## src/rtl/hc_mmio_rd_responder.sv

```systemverilog
// hc_mmio_rd_responder: serves host MMIO reads of the HardCloud CSR space
// (DFH, AFU ID, STATUS, cycle count, DSM base, control, buffer descriptors).
// Ports:
//   clk, reset_n        pClk, async active-low reset
//   rx_mmio_rd_valid    c0 MMIO read request strobe
//   rx_mmio_address     c0 dword address
//   rx_mmio_length      c0 length: 0 = 4B, 1 = 8B, 2 = 64B
//   rx_mmio_tid         c0 transaction ID
//   dsm_base, control   live CSR values from the write decoder
//   buffers             packed {addr[63:0], size[31:0]} per descriptor
//   tx_mmio_rd_valid    c2 MMIO read response strobe
//   tx_mmio_tid         c2 transaction ID
//   tx_mmio_data        c2 response data
module hc_mmio_rd_responder #(
   parameter logic [63:0] AFU_ID_L       = 64'h0,
   parameter logic [63:0] AFU_ID_H       = 64'h0,
   parameter int          HC_BUFFER_SIZE = 2,
   parameter logic [15:0] HC_BUFFER_BASE = 16'h120
) (
   input  logic                         clk,
   input  logic                         reset_n,
   input  logic                         rx_mmio_rd_valid,
   input  logic [15:0]                  rx_mmio_address,
   input  logic [1:0]                   rx_mmio_length,
   input  logic [8:0]                   rx_mmio_tid,
   input  logic [63:0]                  dsm_base,
   input  logic [31:0]                  control,
   input  logic [HC_BUFFER_SIZE*96-1:0] buffers,
   output logic                         tx_mmio_rd_valid,
   output logic [8:0]                   tx_mmio_tid,
   output logic [63:0]                  tx_mmio_data
);

   localparam logic [63:0] DFH =
      {4'h1, 8'h0, 4'h0, 7'h0, 1'b1, 16'h0, 24'h0};
   // qword index of descriptor 0 within the claimed 1 KB window
   localparam logic [6:0] BUF_Q = HC_BUFFER_BASE[9:3];

   logic        w_claim;
   logic        w_running;
   logic        w_clear;
   logic [63:0] w_status;
   logic [63:0] w_sel;
   logic [63:0] w_fmt;

   // request capture register
   logic        r_req_valid;
   logic [8:0]  r_req_tid;
   logic [1:0]  r_req_len;
   logic [7:0]  r_req_addr;

   // stage 1: decoded register snapshot
   logic        r_s1_valid;
   logic [8:0]  r_s1_tid;
   logic [1:0]  r_s1_len;
   logic        r_s1_hi;
   logic [63:0] r_s1_data;

   // status state
   logic [63:0] r_cycle_count;
   logic [31:0] r_reads_served;
   logic [31:0] r_prev_ctrl;
   logic        r_done;
   logic        r_error;

   assign w_claim   = rx_mmio_rd_valid && (rx_mmio_address[15:8] == 8'h0);
   assign w_running = (control == 32'h3);
   assign w_clear   = (control == 32'h0);
   assign w_status  = {r_reads_served, 29'h0, r_error, r_done, w_running};

   always_comb begin
      w_sel = 64'h0;
      case (r_req_addr[7:1])
         7'h00:   w_sel = DFH;
         7'h01:   w_sel = AFU_ID_L;
         7'h02:   w_sel = AFU_ID_H;
         7'h20:   w_sel = w_status;
         7'h21:   w_sel = r_cycle_count;
         7'h22:   w_sel = dsm_base;
         7'h23:   w_sel = {32'h0, control};
         default: w_sel = 64'h0;
      endcase
      for (int i = 0; i < HC_BUFFER_SIZE; i++) begin
         if (r_req_addr[7:1] == BUF_Q + 7'(2 * i))
            w_sel = buffers[i*96+32 +: 64];
         if (r_req_addr[7:1] == BUF_Q + 7'(2 * i + 1))
            w_sel = {32'h0, buffers[i*96 +: 32]};
      end
   end

   always_comb begin
      w_fmt = 64'h0;
      case (r_s1_len)
         2'd1:    w_fmt = r_s1_data;
         2'd0:    w_fmt = r_s1_hi ? {32'h0, r_s1_data[63:32]}
                                  : {32'h0, r_s1_data[31:0]};
         default: w_fmt = 64'h0;
      endcase
   end

   always_ff @(posedge clk or negedge reset_n) begin
      if (!reset_n) begin
         r_req_valid <= 1'b0;
         r_req_tid   <= 9'h0;
         r_req_len   <= 2'd0;
         r_req_addr  <= 8'h0;
      end else begin
         r_req_valid <= w_claim;
         // unclaimed requests leave no trace in the pipeline
         if (w_claim) begin
            r_req_tid  <= rx_mmio_tid;
            r_req_len  <= rx_mmio_length;
            r_req_addr <= rx_mmio_address[7:0];
         end
      end
   end

   always_ff @(posedge clk or negedge reset_n) begin
      if (!reset_n) begin
         r_s1_valid <= 1'b0;
         r_s1_tid   <= 9'h0;
         r_s1_len   <= 2'd0;
         r_s1_hi    <= 1'b0;
         r_s1_data  <= 64'h0;
      end else begin
         r_s1_valid <= r_req_valid;
         r_s1_tid   <= r_req_tid;
         r_s1_len   <= r_req_len;
         r_s1_hi    <= r_req_addr[0];
         r_s1_data  <= w_sel;
      end
   end

   always_ff @(posedge clk or negedge reset_n) begin
      if (!reset_n) begin
         tx_mmio_rd_valid <= 1'b0;
         tx_mmio_tid      <= 9'h0;
         tx_mmio_data     <= 64'h0;
      end else begin
         tx_mmio_rd_valid <= r_s1_valid;
         tx_mmio_tid      <= r_s1_valid ? r_s1_tid : 9'h0;
         tx_mmio_data     <= r_s1_valid ? w_fmt : 64'h0;
      end
   end

   always_ff @(posedge clk or negedge reset_n) begin
      if (!reset_n) begin
         r_cycle_count  <= 64'h0;
         r_reads_served <= 32'h0;
         r_prev_ctrl    <= 32'h0;
         r_done         <= 1'b0;
         r_error        <= 1'b0;
      end else begin
         r_prev_ctrl <= control;
         // a zero control word clears everything, beating any set event
         if (w_clear) begin
            r_cycle_count  <= 64'h0;
            r_reads_served <= 32'h0;
            r_done         <= 1'b0;
            r_error        <= 1'b0;
         end else begin
            if (w_running)
               r_cycle_count <= r_cycle_count + 64'd1;
            if (tx_mmio_rd_valid)
               r_reads_served <= r_reads_served + 32'd1;
            if (r_prev_ctrl == 32'h3 && control == 32'h7)
               r_done <= 1'b1;
            if (r_req_valid && r_req_len == 2'd2)
               r_error <= 1'b1;
         end
      end
   end

endmodule

```

## config.mk

```make
export PLATFORM = sky130hd
export DESIGN_NAME = hc_mmio_rd_responder
export DESIGN_NICKNAME = d
export VERILOG_FILES = /design/src/rtl/hc_mmio_rd_responder.sv
export SDC_FILE = /design/constraint.sdc
export NUM_CORES = 1
export LEC_CHECK = 0
export BUFFER_PORTS_ARGS = -buffer_cell sky130_fd_sc_hd__buf_2
export CAP_MARGIN = 20
export CORE_MARGIN = 1
export CORE_UTILIZATION = 48
export CTS_CLUSTER_DIAMETER = 50
export DETAILED_ROUTE_END_ITERATION = 8
export HOLD_SLACK_MARGIN = 0.06
export PLACE_DENSITY = 0.77
export SYNTH_ARGS = -nofsm -noshare
export SYNTH_HDL_FRONTEND = slang
export SYNTH_SLANG_ARGS = --single-unit
```

## constraint.sdc

```tcl
create_clock -name clk -period 2.4 [get_ports clk]
set_input_delay 0 -clock clk [delete_from_list [all_inputs] [get_ports clk]]
set_output_delay 0 -clock clk [all_outputs]
set_load 0.02 [all_outputs]
```

==> metrics.txt, run 1 <==
Clock Path Buffers=3; Crit path arrival time=2.81 ns; Num CTS Buffers=34; Gate Count Post-Synth=1,461; clock skew=0.01803 ns; global route total overflow=0; largest net degree at the start of global routing=84; sequential share of power=0.448; CP endpoint kind=register; Hold Slack=0.06716 ns; clk_lat worst skew=0.53 ns; Layout area overhead=49.34%; Slew @ Worst Pin=1.072 ns; die area=between 0.02 and 0.03 mm²; Cell Int Power=8.802 mW; wire length per cell=24.76 µm; layout cells sized above 1=0.2740; Syn Area/Cell=between 9 and 10 µm²; initial antenna violation count=7; core box area=0.02870 mm²; async set-reset flop share out of synthesis=1.000; Static Leak=9.847 nW; Total Routing Usage GR=0.4174; Layout Nets=~2,500; maximum VDD drop=~0.37 mV; CP Max Fanout=22; Chip Width=172.9 µm; Tot Pwr=around 12 mW; clock transition at the registers of the reported paths=0.06 ns; Worst Hold Class=in2reg; 1st-pass router iterations=9; vias in the first global route=16,088; switching pwr=around 3.1 mW; outcome=complete, but fails checks; unrepaired setup endpoints after global routing=true; initial core utilization=0.4881; CP Class=reg2reg; Comb pwr share=0.128; Yosys cell types=about 50; main flop type after synthesis=dfrtp_1; CTS tree=yes; io pins=roughly 400; WP data required=2.81 ns; Layout Cells excl Fill=2,580; Yosys warning total=0; period utilisation layout=1.002; count of final setup violators=1; DRC=31; P per Cell Area=between 500 and 600 mW/mm²; clk sinks=between 300 and 400; Via-to-Cell Ratio=6.298; fin crit period=2.405 ns; Vias=16,248; Port Buf Inserts=391; net count after synthesis=around 1,800; leading cell types in the layout, fill and taps excluded=buf_2, dfrtp_1, dlygate4sd3_1; clock root cell=clkbuf_16; H-tree Lvls=2; count of final hold-check violations=0; failing checks=DRC, setup timing; DRT Wirelength=63.87 mm; Post-synth EDFFs=0; die height=between 150 and 200 µm; most common cell after layout, fill and taps aside=buf_2; initial DRC count=2,750; Seq/Total Area, Yosys=0.5376; Max Slew Vio Count=0; synthesized flop and latch total=301; Detailed Place HPWL=41.22 mm; Final WS setup=-0.005050 ns; GP Congestion=1.016; row cnt=62; Slew Limit Headroom=0.2856; clock share of power=0.424; Cells after DPL=2,260; antenna-violating nets left=0; Mapped Area=0.01401 mm²; Max Clk Rate=415.8 MHz; Max-Cap Viols=0; crit start category=register; first-pass GRT wire length=94.16 mm; switching share of total power=0.2625
-- per-stage QoR --
stage	utilization	worst slack [ns]	setup TNS [ns]	cell area, µm²
global placement	0.5987	0.07389	0	17180
CTS	0.7231	0.04719	0	20750
detailed placement	0.5987	-0.01664	-0.02348	17180
floorplan	-	0.01151	0	14020
finish	0.7290	-0.005050	-0.005050	20920
global route	0.7288	-0.04754	-0.1512	20920
-- flip-flops by register name, indices dropped and copies added, names as in the netlist --
name              count
r_req_len             2
r_cycle_count        64
r_prev_ctrl          32
r_s1_tid              9
r_s1_len              2
tx_mmio_rd_valid      1
r_s1_data            64
r_done                1
r_req_tid             9
r_s1_valid            1
r_s1_hi               1
tx_mmio_data         64
r_error               1
tx_mmio_tid           9
r_req_addr            8
r_reads_served       32
r_req_valid           1
-- what timing repair did --
item,4_1_cts,5_1_grt
hold endpoints to repair,423,0
pin swaps,0,6
hold buffers,249,0
cloned,0,1
buffers inserted,0,4
setup endpoints to repair,3,16
gates resized for setup,1,25
-- layer usage --
| metal | GRT usage | vias up | wire [µm] |
|---|---|---|---|
| met3 | 0.1282 | 497 | 8219 |
| met5 | 0 | - | 25 |
| met4 | 0.3156 | 4 | 5941 |
| li1 | - | 6607 | - |
| met2 | 0.6287 | 1545 | 27940 |
| met1 | 0.5049 | 7595 | 21740 |
-- Yosys cell counts (all sizes together), types with 2 or more instances --
cell type	count	area share
and4	12	0.0075
nor3b	3	0.0016
a222oi	30	0.021
mux2i	31	0.022
nand4	29	0.013
a221oi	30	0.019
mux2	4	0.0032
clkbuf	80	0.021
nor3	26	0.010
o21ai	94	0.034
inv	50	0.013
nand4b	2	0.0013
o211ai	2	0.0011
dfrtp	301	0.54
or4	6	0.0035
nand2	156	0.042
buf	10	0.0029
and3	5	0.0022
a22o	2	0.0013
o2bb2ai	29	0.018
nor4	39	0.017
a21oi	61	0.022
nor2b	22	0.0098
nand2b	4	0.0018
or3	25	0.011
a221o	3	0.0021
a22oi	37	0.020
xnor2	42	0.026
ha	2	0.0018
and2	45	0.020
xor2	24	0.015
or2	2	0.00089
nor4b	3	0.0019
nand3	44	0.016
nor2	196	0.053
o22ai	2	0.00089
-- kinds of logic after synthesis --
group / after synthesis / share of synthesized area
AO/OA/AOI/OAI: 295 / 0.1416
XOR/XNOR: 66 / 0.04126
adder cells (fa/ha/maj): 2 / 0.001786
buffers and inverters: 140 / 0.03769
flip-flops: 301 / 0.5376
multiplexers: 35 / 0.02536
AND/OR/NAND/NOR: 622 / 0.2147
-- worst paths after layout --
| path | start | end | slack, ns | cells past startpoint |
|---|---|---|---|---|
| max | r_req_addr[4] | r_s1_data[0] | -0.005 | 8 |
| min | dsm_base[4] | r_s1_data[4] | 0.07 | 5 |
| max reg2reg | r_req_addr[4] | r_s1_data[0] | -0.005 | 8 |
| min reg2reg | r_req_valid | r_s1_valid | 0.39 | 0 |
| max in group asynchronous | reset_n | r_req_addr[1] | 0.53 | 4 |
| min in group asynchronous | reset_n | r_reads_served[8] | 0.52 | 3 |
-- power by group through the flow --
stage | combinational [mW] | clock, mW | sequential (mW)
6_report | 1.52 | 5.06 | 5.35
5_1_grt | 1.60 | 5.24 | 5.35
4_1_cts | 1.41 | 5.00 | 5.33
3_5_place_dp | 1.07 | 0 | 5.42
3_3_place_gp | 1.06 | 0 | 5.41
2_1_floorplan | 0.403 | 0 | 5.38
-- area by class of cell --
cell class	instances	area (µm²)
Fill cell	1879	7779
Sequential cell	301	7540
Multi-Input combinational cell	1020	6082
Timing Repair Buffer	758	5544
Clock buffer	47	939.7
Tap cell	384	480.5
Inverter	50	187.7
Clock inverter	14	135.1
Antenna cell	6	15.01
-- critical path: stages, from the launching register on --
cell and delay [ns]:
dfrtp_1 0.40, nor4b_1 0.31, buf_4 0.25, nand2_8 0.09, buf_12 0.15, nor2_4 0.30
buf_4 0.37, a22oi_1 0.24, o21ai_0 0.16
No activity file was read; power rests on OpenSTA's default activity.
==> inputs of run 2 (changes only) <==
Settings changed: ABC_AREA set to 1, CORE_UTILIZATION 48 to 49.
==> run 2 against run 1 <==
The flow finishes with violations (setup timing). Non-clock buffer count shrank 4. Die area grew 13%. Fmax is 1.9% lower. Setup slack worse by 0.047 ns. Hold slack better by 0.0041 ns. Routed wire length grew 23%. Count of clock-buffer cells in the layout increased by 2.
==> metrics.txt, run 2 <==
Detailed Place HPWL=51.66 mm; synthesized flop and latch total=approximately 300; global route total overflow=0; Layout Nets=around 3,300; Num CTS Buffers=41; CTS tree=yes; Gate Count Post-Synth=2,266; clock root cell=clkbuf_16; Crit path arrival time=2.85 ns; clk_lat worst skew=0.54 ns; net count after synthesis=around 2,600; layout cells sized above 1=0.1923; Layout area overhead=45.52%; R2R Path End=r_s1_data[0]; H-tree Lvls=2; CP Launch Point=r_req_addr[1]; Slew Limit Headroom=0.2716; Slew @ Worst Pin=1.091 ns; r2r setup slk=-0.05 ns; top cell type's share of synthesized area=0.4662; maximum VDD drop=between 0.4 and 0.5 mV; core box area=0.03245 mm²; Worst Hold Class=in2reg; CP Class=reg2reg; failing checks=setup timing; CP endpoint kind=register; count of final hold-check violations=0; Hold Slack=roughly 0.071 ns; main flop type after synthesis=dfrtp_1; die height=between 150 and 200 µm; Yosys warning total=0; initial DRC count=2,472; GP Congestion=1.030; io pins=392; post-synth top area cell=dfrtp_1; Mapped Area=0.01616 mm²; vias in the first global route=roughly 20,000; Max Clk Rate=407.9 MHz; clk sinks=about 300; first-pass GRT wire length=117.5 mm; Port Buf Inserts=391; 1st-pass router iterations=7; initial core utilization=0.4979; DRT Wirelength=roughly 80 mm; reg2reg start=r_req_addr[1]; crit start category=register; Max-Cap Viols=0; Total Routing Usage GR=0.4708; Final WS setup=-0.05161 ns; period utilisation layout=1.022; Vias=20,030; largest net degree at the start of global routing=83; Static Leak=approximately 11 nW; Seq/Total Area, Yosys=0.4662; CP endpoint=r_s1_data[0]; die area=0.03371 mm²; worst min-delay path startpoint=rx_mmio_address[10]; Yosys cell types=38; antenna-violating nets left=0; Area contributors post-synth=dfrtp_1, nand2_1, nor2_1; leading cell types in the layout, fill and taps excluded=nand2_1, buf_2, nor2_1; outcome=complete, but fails checks; Clock Path Buffers=3; wire length per cell=22.72 µm; R2R depth=11; clock transition at the registers of the reported paths=0.07 ns; Chip Width=183.6 µm; WP data required=2.80 ns; Via-to-Cell Ratio=just under 6; async set-reset flop share out of synthesis=1.000; count leader, synth=nand2_1; Syn Area/Cell=7.131 µm²; most common cell after layout, fill and taps aside=nand2_1; DRC=0; CP Max Fanout=12; top flop regs=r_cycle_count: 64 flops, r_s1_data: 64 flops, tx_mmio_data: 64 flops; Post-synth top cells=nand2_1, nor2_1, inv_1; fin crit period=2.452 ns; count of final setup violators=3; P per Cell Area=539.8 mW/mm²; unrepaired setup endpoints after global routing=true; row cnt=66; Max Slew Vio Count=0; Post-synth EDFFs=0; clock skew=approximately 0.017 ns; Tot Pwr=12.69 mW; initial antenna violation count=19
[run 2: cell count changes after synthesis, sizes merged, moves of 31 or more]
| cell | change |
|---|---|
| a22oi | -33 |
| and2 | -45 |
| buf | +38 |
| clkbuf | -53 |
| inv | +267 |
| mux2i | -31 |
| nand2 | +545 |
| nand3 | +99 |
| nand4 | +69 |
| nor2 | +141 |
| nor4 | -35 |
| o22ai | +55 |
| xnor2 | -42 |
[run 2: layout make-up]
class                   instances  area, µm²
repair buffers                754       5643
well taps                     442      553.0
diodes                          8      20.02
fillers                      2384       8941
inverters                     317       1201
flip-flops and latches        301       7532
clock inverters                27      304.0
clock buffers                  49       1119
multi-input cells            1573       7141
[run 2: worst min-delay path by stage]
stage	slack, ns	cells past startpoint	to
6_report	0.07	4	r_req_tid[0]
5_1_grt	0.10	4	r_req_tid[0]
4_1_cts	0.06	5	r_s1_data[31]
3_5_place_dp	-0.05	1	tx_mmio_tid[0]
3_3_place_gp	-0.06	1	tx_mmio_tid[0]
2_1_floorplan	-0.30	0	r_cycle_count[0]
[run 2: worst max-delay path, stage by stage, from the launching register on]
cell and delay, ns:
dfrtp_1 0.42, buf_4 0.15, nand2_1 0.17, nor2_1 0.09, nand2_2 0.13, buf_4 0.26
nor2_1 0.06, nor2_1 0.16, nand3_1 0.15, nand2_1 0.10, dlygate4sd3_1 0.55, nand3_1 0.08
[run 2: cells by family (layout without fill, tap and decap cells)]
logic type | Yosys count | count (layout) | share of synthesized area
fa+ha+maj | 2 | 2 | 0.001548
simple gates | 1335 | 1335 | 0.3515
other cells | 0 | 8 | 0
flops | 301 | 301 | 0.4662
xor+xnor | 11 | 11 | 0.005962
buf+inv | 392 | 1147 | 0.09656
compound gates | 225 | 225 | 0.07829
[run 2: metal layers]
metal / track usage / part of all wire
met2: 0.7100 / 0.44
met4: 0.3293 / 0.080
met1: 0.5582 / 0.36
met3: 0.1721 / 0.12
met5: 0 / 0.0011
[run 2: what timing repair did]
action                                 4_1_cts  5_1_grt
endpoints found under the hold margin      418        0
setup endpoints to repair                    0       28
hold buffers                               314        0
setup buffers                                0        7
gates resized for setup                      0       29
[run 2: stage by stage]
step,setup TNS (ns),std cells,utilization,setup WS [ns],cell area (µm²)
floorplan,0,2266,-,0.7558,16160
global placement,0,3066,0.5778,0.1179,18750
detailed placement,0,3066,0.5778,0.1950,18750
CTS,0,3456,0.7191,0.02246,23340
global route,-0.2625,3469,0.7243,-0.1245,23510
finish,-0.1193,3471,0.7245,-0.05161,23510
[run 2: where the power goes]
part	switching, mW	leakage (nW)	total [mW]	internal [mW]
sequential	0.0731	3.82	5.24	5.17
clock	2.54	0.681	6.38	3.83
combinational	0.512	6.99	1.07	0.562
==> inputs of run 3 (changes only) <==
Settings changed: REMOVE_ABC_BUFFERS set to 1.
==> run 3 against run 2 <==
The flow now finishes without violations. Global-route usage decreased by 0.51 points. Critical path depth decreased by 4. Power decreased by 3.8%. Sequential share of layout area increased by 0.43 points. Clock skew increased by 0.015 ns. Setup slack improved by 0.058 ns. Non-clock buffer count decreased by 9. Combinational power about the same.
==> metrics.txt, run 3 (synthesis gave the netlist of run 2 again) <==
Layout Nets=3,297; vias in the first global route=19,835; Max-Cap Viols=0; CP Class=reg2reg; CP Max Fanout=18; largest net degree at the start of global routing=71; Comb pwr share=0.087; WP data required=around 2.9 ns; r2r setup slk=0.007 ns; count of final setup violators=0; Detailed Place HPWL=51.28 mm; FILL cells=2,394; clk_lat worst skew=0.55 ns; top flop regs=r_cycle_count: 64 flops, r_s1_data: 64 flops, tx_mmio_data: 64 flops; period utilisation layout=0.9972; maximum VDD drop=0.4537 mV; met3 Use GR=0.1609; antenna-violating nets left=0; die area=0.03371 mm²; io pins=roughly 390; wire length per cell=approximately 23 µm; switching share of total power=0.2456; R2R Path End=r_s1_data[47]; Layout area overhead=43.58%; clock share of power=0.483; sequential share of power=0.430; Slew @ Worst Pin=1.124 ns; global route total overflow=0; Port Buf Inserts=around 390; Via-to-Cell Ratio=5.889; initial core utilization=0.4979; clock root cell=clkbuf_16; GR Layer Usage met1=0.5654; CP endpoint kind=register; row cnt=66; Hold Slack=0.009966 ns; R2R depth=7; initial DRC count=about 2,600; clk sinks=301; clock skew=0.03152 ns; DRT Wirelength=79.58 mm; leading cell types in the layout, fill and taps excluded=nand2_1, buf_2, nor2_1; fin crit period=2.393 ns; CTS tree=yes; layout cells sized above 1=0.1880; P per Cell Area=526.1 mW/mm²; Static Leak=11.41 nW; Slew Limit Headroom=0.2497; Chip Width=183.6 µm; reg2reg start=r_req_addr[5]; pre-CTS WS=around 0.17 ns; core box area=0.03245 mm²; Total Routing Usage GR=0.4658; outcome=finished, final reports clean; Max Clk Rate=417.8 MHz; switching pwr=2.998 mW; crit start category=register; GP Congestion=1.001; initial antenna violation count=11; Tot Pwr=12.21 mW; 1st-pass router iterations=6; H-tree Lvls=2; Cell Int Power=around 9.2 mW; first-pass GRT wire length=~120 mm; Num CTS Buffers=39; die height=183.6 µm; Max Slew Vio Count=0; grt met2 use=0.7147; Clock Path Buffers=3; DRC=0; Vias=20,345; Final WS setup=just under 0.007 ns; Worst Hold Class=in2async; most common cell after layout, fill and taps aside=nand2_1; Crit path arrival time=2.85 ns; busiest layer in global routing=met2; clock transition at the registers of the reported paths=0.06 ns; count of final hold-check violations=0
==> run 3: cell types whose count changed in the layout (fill, tap and decap cells not counted), sizes merged, moves of 2 or more <==
cell / delta
clkinvlp: -6
diode: +5
dlygate4sd3: -8
clkbuf: -3
inv: -2
==> run 3: layout make-up <==
| type | count | area, µm² | area share |
|---|---|---|---|
| repair buffers | 745 | 5490 | 0.2367 |
| inverters | 317 | 1196 | 0.05156 |
| diodes | 13 | 32.53 | 0.001402 |
| clock buffers | 46 | 1054 | 0.04541 |
| well taps | 442 | 553.0 | 0.02384 |
| clock inverters | 18 | 206.4 | 0.008899 |
| multi-input cells | 1573 | 7136 | 0.3076 |
| flip-flops and latches | 301 | 7532 | 0.3247 |
==> run 3: power groups by stage <==
stage	logic (mW)	clock network [mW]	registers, mW
after floorplan	0.149	0	5.31
after global placement	0.612	0	5.32
after detailed placement	0.620	0	5.33
after CTS	0.991	5.83	5.24
after global routing	1.13	6.06	5.25
final	1.07	5.89	5.25
==> run 3: worst max-delay path, stage by stage (launching register included) <==
cell           delay [ns]
dfrtp_1              0.45
nor2_4               0.18
nand4_4              0.19
nor2_4               0.23
buf_4                0.31
nand2_1              0.12
nand4_1              0.19
dlygate4sd3_1        0.63
==> run 3: through the flow <==
| step | area [µm²] | TNS (ns) | util | cells |
|---|---|---|---|---|
| global route | 23180 | -0.1934 | 0.7143 | 3448 |
| finish | 23200 | 0 | 0.7149 | 3455 |
| detailed placement | 18700 | 0 | 0.5763 | 3066 |
| global placement | 18700 | 0 | 0.5763 | 3066 |
| CTS | 23020 | 0 | 0.7092 | 3435 |
| floorplan | 15790 | -0.1756 | - | 2191 |
==> run 3: how the worst max path moves through the flow <==
stage / from / to
after floorplan: r_req_addr[5] / r_s1_data[1]
after global placement: tx_mmio_rd_valid / r_reads_served[25]
after detailed placement: tx_mmio_rd_valid / r_reads_served[18]
after CTS: r_req_addr[5] / r_s1_data[49]
after global routing: r_req_addr[5] / r_s1_data[2]
final: r_req_addr[5] / r_s1_data[47]
==> run 3: what timing repair did <==
action | 4_1_cts | 5_1_grt
resized for setup | 0 | 29
endpoints found under the setup margin | 0 | 20
hold buffers | 305 | 0
setup buffers | 0 | 7
endpoints found under the hold margin | 386 | 0
==> run 3: per-layer routing <==
layer	up-vias	share of wire
met5	-	0.00016
met4	2	0.074
met3	519	0.13
met2	1754	0.44
met1	9445	0.36
li1	8625	-
